<file path="config.mk">
export PLATFORM = sky130hd
export DESIGN_NAME = swim_seq_tx
export DESIGN_NICKNAME = d
export VERILOG_FILES = /design/src/rtl/swim_pkg.sv /design/src/rtl/swim_bit_timer.sv /design/src/rtl/swim_seq_tx.sv
export SDC_FILE = /design/constraint.sdc
export NUM_CORES = 1
export LEC_CHECK = 0
export CELL_PAD_IN_SITES_DETAIL_PLACEMENT = 1
export CELL_PAD_IN_SITES_GLOBAL_PLACEMENT = 1
export CORE_MARGIN = 10
export CORE_UTILIZATION = 25
export DETAILED_ROUTE_END_ITERATION = 7
export PLACE_DENSITY_LB_ADDON = 0.1
export SLEW_MARGIN = 20
export SYNTH_ARGS = -nofsm -noshare
export SYNTH_HDL_FRONTEND = slang
export SYNTH_HIERARCHICAL = 1
export SYNTH_SLANG_ARGS = --single-unit
</file>
<file path="constraint.sdc">
create_clock -name clk -period 6.6 [get_ports clk]
set_input_delay 1.32 -clock clk [delete_from_list [all_inputs] [get_ports clk]]
set_output_delay 1.32 -clock clk [all_outputs]
set_load 0.02 [all_outputs]
</file>
<file path="src/rtl/swim_pkg.sv">
// Shared types and constants for the SWIM pulse-sequence engine.
package swim_pkg;

  typedef enum logic [1:0] {
    IDLE = 2'd0,
    SEND = 2'd1,
    RESP = 2'd2
  } state_t;

  localparam int SWIM_DIV_DEFAULT = 12000;
  localparam logic [35:0] SWIM_ENTRY_PATTERN = 36'hFF3333557;
  localparam int SWIM_ENTRY_LEN = 36;

endpackage

</file>
<file path="src/rtl/swim_bit_timer.sv">
// Programmable bit-period counter with mid-bit and end-of-bit strobes.
module swim_bit_timer #(
  parameter int DIV_WIDTH = 14
) (
  input  logic                 clk,
  input  logic                 reset,
  input  logic                 clear,
  input  logic [DIV_WIDTH-1:0] period,
  output logic                 mid_stb,
  output logic                 end_stb
);

  logic [DIV_WIDTH-1:0] cnt;

  // >= keeps the count bounded even if period shrinks mid-flight
  assign mid_stb = !clear && (cnt == (period >> 1));
  assign end_stb = !clear && (cnt >= period - DIV_WIDTH'(1));

  always_ff @(posedge clk or posedge reset) begin
    if (reset) begin
      cnt <= '0;
    end else if (clear || end_stb) begin
      cnt <= '0;
    end else begin
      cnt <= cnt + DIV_WIDTH'(1);
    end
  end

endmodule

</file>
<file path="src/rtl/swim_seq_tx.sv">
// Open-drain SWIM pulse-sequence engine with mid-bit line sampling.
module swim_seq_tx
  import swim_pkg::*;
#(
  parameter int MAX_BITS  = 64,
  parameter int DIV_WIDTH = 14,
  parameter int LEN_WIDTH = $clog2(MAX_BITS + 1)
) (
  input  logic                 clk,
  input  logic                 reset,
  input  logic                 cmd_valid,
  output logic                 cmd_ready,
  input  logic [MAX_BITS-1:0]  cmd_pattern,
  input  logic [LEN_WIDTH-1:0] cmd_len,
  input  logic [DIV_WIDTH-1:0] cmd_div,
  input  logic                 abort,
  output logic                 swim_oe,
  input  logic                 swim_in,
  output logic                 rsp_valid,
  input  logic                 rsp_ready,
  output logic [MAX_BITS-1:0]  rsp_data,
  output logic                 busy
);

  localparam int IDX_W = (MAX_BITS > 1) ? $clog2(MAX_BITS) : 1;

  state_t               state;
  state_t               state_nxt;
  logic [MAX_BITS-1:0]  pat_q;
  logic [MAX_BITS-1:0]  data_q;
  logic [IDX_W-1:0]     idx_q;
  logic [DIV_WIDTH-1:0] per_q;
  logic                 sync1;
  logic                 sync2;
  logic                 accept;
  logic                 mid_stb;
  logic                 end_stb;
  logic [LEN_WIDTH-1:0] len_c;
  logic [DIV_WIDTH-1:0] div_c;

  assign accept = cmd_valid && (state == IDLE);

  assign len_c = (cmd_len > LEN_WIDTH'(MAX_BITS))
               ? LEN_WIDTH'(MAX_BITS) : cmd_len;
  assign div_c = (cmd_div == '0) ? DIV_WIDTH'(1) : cmd_div;

  assign cmd_ready = (state == IDLE);
  assign rsp_valid = (state == RESP);
  assign busy      = (state == SEND) || (state == RESP);
  assign rsp_data  = data_q;

  // Combinational so an async reset releases the line immediately
  assign swim_oe = (state == SEND) && !pat_q[idx_q];

  swim_bit_timer #(
    .DIV_WIDTH (DIV_WIDTH)
  ) u_timer (
    .clk     (clk),
    .reset   (reset),
    .clear   (state != SEND),
    .period  (per_q),
    .mid_stb (mid_stb),
    .end_stb (end_stb)
  );

  always_comb begin
    state_nxt = state;
    unique case (state)
      IDLE: begin
        if (accept) begin
          state_nxt = (len_c == '0) ? RESP : SEND;
        end
      end
      SEND: begin
        if (abort) begin
          state_nxt = IDLE;
        end else if (end_stb && idx_q == '0) begin
          state_nxt = RESP;
        end
      end
      RESP: begin
        if (rsp_ready) begin
          state_nxt = IDLE;
        end
      end
      default: state_nxt = IDLE;
    endcase
  end

  always_ff @(posedge clk or posedge reset) begin
    if (reset) begin
      state <= IDLE;
    end else begin
      state <= state_nxt;
    end
  end

  always_ff @(posedge clk or posedge reset) begin
    if (reset) begin
      sync1 <= 1'b1;
      sync2 <= 1'b1;
    end else begin
      sync1 <= swim_in;
      sync2 <= sync1;
    end
  end

  always_ff @(posedge clk or posedge reset) begin
    if (reset) begin
      pat_q  <= '0;
      data_q <= '0;
      idx_q  <= '0;
      per_q  <= DIV_WIDTH'(1);
    end else if (accept) begin
      pat_q  <= cmd_pattern;
      data_q <= '0;
      per_q  <= div_c;
      idx_q  <= (len_c == '0) ? '0
              : IDX_W'(len_c - LEN_WIDTH'(1));
    end else if (state == SEND) begin
      if (mid_stb) begin
        data_q[idx_q] <= sync2;
      end
      if (end_stb && idx_q != '0) begin
        idx_q <= idx_q - IDX_W'(1);
      end
    end
  end

endmodule
</file>
==> results.txt <==
Status = complete, no violations
Diode count = 0
Yosys top cell by area = dfrtp_1
Worst EP arrival = 3.77 ns
Die height = 205 µm
ANT nets after route = 0
Routed length per instance = 19.5 µm
Starting Density = 25.5%
RSZ-0062 raised after global routing = false
Cells after synthesis = 953
Hold crit path type = register to register
Hold-fix buffers, CTS = 0
DIE WIDTH = 205 µm
Worst Path Max Fanout = 21
Vias = 7066
Critical path depth = 6
# nets final = 1190
CP Buf/Inv Count = 2
Critical Path Start Type = register
Clock Sinks = 166
Critical R2R Launch = per_q[2]
IO Port Bufs = 158
Register bit count reported by yosys = 166
Max-slew violations = 0
Leakage power = 0.00477 µW
DR pass1 iterations = 4
Worst-case clock skew = 0.0122 ns
Min Tclk post-route = 5.09 ns
Total CTS buffers = 17
Max Cap Viol = 0
Synth Area per Inst = 9.03 µm²
Initial antenna violation count = 0
Sequential area share after synthesis = 48.3%
# DRC = 0
Cells on worst reg2reg path = 15
Reg-to-reg endpoint = idx_q[5]
Crit path kind = register to output pin
Post CTS Setup Buffer Count = 0
R2r setup slk = 2.60 ns
Post-synthesis cell type count = 69
Post-synth EDFFs = 0
Fin crit share = 77.0%
GRT Overall Usage = 14.3%
Relative slew slack = 31.4%
Vias in the first global route = 7714
Vias per cell = 4.59
Io pins = 159
Ratio of cells with drive above 1 in the final layout = 6.88%
Critical path's slowest cell = dfrtp_1
Die area = 42200 µm²
Setup TNS = 0 ns
Top cells by count, synth = 275 x nand2_1, 163 x dfrtp_1, 79 x nor2_1
Synth warnings = 6
CTS tree = yes
Highest clock rate = 0.197 GHz
Initial detailed-routing violation count = 377
CTS resizes = 0
CTS HTree Levels = 4
Asr flop ratio synth = 100%
Clk buf depth = 2
Total power = 3980 µW
Final Hold Violating Endpoints = 0
CORE AREA = 33700 µm²
Crit path from = idx_q[0]
Synthesized Nets = 1066
Area growth from synthesis to layout = 29.5%
Post-DP HPWL = 21800 µm
Routability cong. = 0.768
Worst setup path end = swim_oe
Cell area after synthesis = 8600 µm²
Clk slew on worst S/H paths = 0.06 ns
Synth area leaders = dfrtp_1 47%, nand2_1 12%, mux2i_1 4.3%
# rows = 67
Dominant synthesized flop cell = dfrtp_1
CP top delay family = buffers and inverters
WP data required = 5.28 ns
CP max stage delay = 0.83 ns
Top-count cell post-synth = nand2_1
Worst IR Drop VDD = 189 µV
GRT overflow = 0
Top-area cell type share of the netlist area = 47.4%
Worst-Margin Slew = 1.03 ns
Hold path startpoint = sync1
Final wirelength = 30000 µm
Root Driver = clkbuf_16
Global-route wire length before repair = 46500 µm
Cell area power density = 358 nW/µm²
Worst-Skew Late Latency = 0.42 ns
Largest net degree at the start of global routing = 82
Final setup violation count = 0
Critical path capture point type = output pin
Cell breakdown of the critical path = clkinv_1, mux4_2, o21ai_0, a221o_1, nor4_2, clkdlybuf4s50_1
==> metrics by stage <==
step	hold slack, ns	instance area, µm²	util (%)	std cells	worst slack, ns
after global placement	0.345	10500	31.2	1506	1.97
final	0.356	11100	33.1	1538	1.51
after CTS	0.356	11100	33.0	1538	1.42
after floorplan	0.345	8600	-	953	1.19
after global routing	0.359	11100	33.1	1538	1.24
after detailed placement	0.347	10500	31.2	1506	1.91
==> cell type report <==
| class | instances | area, µm² |
|---|---|---|
| clock buffer | 21 | 460 |
| sequential | 166 | 4160 |
| tap | 448 | 561 |
| multi-input combinational | 707 | 4100 |
| timing repair buffer | 165 | 1630 |
| inverter | 20 | 80.1 |
| clock inverter | 11 | 148 |
| fill | 3908 | 22600 |
==> report_power, final <==
| part | switching, µW | internal (µW) |
|---|---|---|
| clock network | 429 | 617 |
| logic | 770 | 555 |
| registers | 337 | 1280 |
==> state kept, by name (all words and copies together) (netlist names) <==
signal,cells
per_q,14
state,2
sync2,1
idx_q,6
sync1,1
u_timer/cnt,14
pat_q,64
rsp_data,64
==> per-layer routing <==
layer	up-vias	global-route usage (%)	part of all wire (%)
met2	111	23.5	49
met3	6	2.61	3.3
li1	3479	-	-
met4	0	2.73	0.42
met5	-	0	0
met1	3470	19.2	48
==> kinds of logic after synthesis <==
| group | after synthesis | synth area share (%) |
|---|---|---|
| muxes | 51 | 7.45 |
| xor gates and xnor gates | 43 | 4.38 |
| AOI/OAI and AO/OA | 117 | 8.09 |
| buffers and inverters | 80 | 4.10 |
| DFF | 166 | 48.3 |
| and+or+nand+nor | 474 | 24.5 |
| adders and majority gates | 22 | 3.20 |
==> cells in the final DEF (no fill, tap or decap), drive strengths merged, types with 22 or more instances in the layout <==
cell type / synthesis / routed
nand2: 276 / 276
dfrtp: 163 / 163
clkdlybuf4s50: 0 / 158
nor2: 80 / 80
o21ai: 45 / 45
a21oi: 42 / 42
mux2i: 37 / 37
xnor2: 31 / 31
nand4: 30 / 30
nor3: 23 / 23
ha: 22 / 22
==> how the worst min path moves through the flow <==
stage | end | slack, ns | depth (start not counted)
global route | sync2 | 0.36 | 0
detailed placement | sync2 | 0.35 | 0
global placement | sync2 | 0.35 | 0
CTS | sync2 | 0.36 | 0
floorplan | sync2 | 0.35 | 0
finish | sync2 | 0.36 | 0
Note: power is estimated with default switching activity, not from simulation.
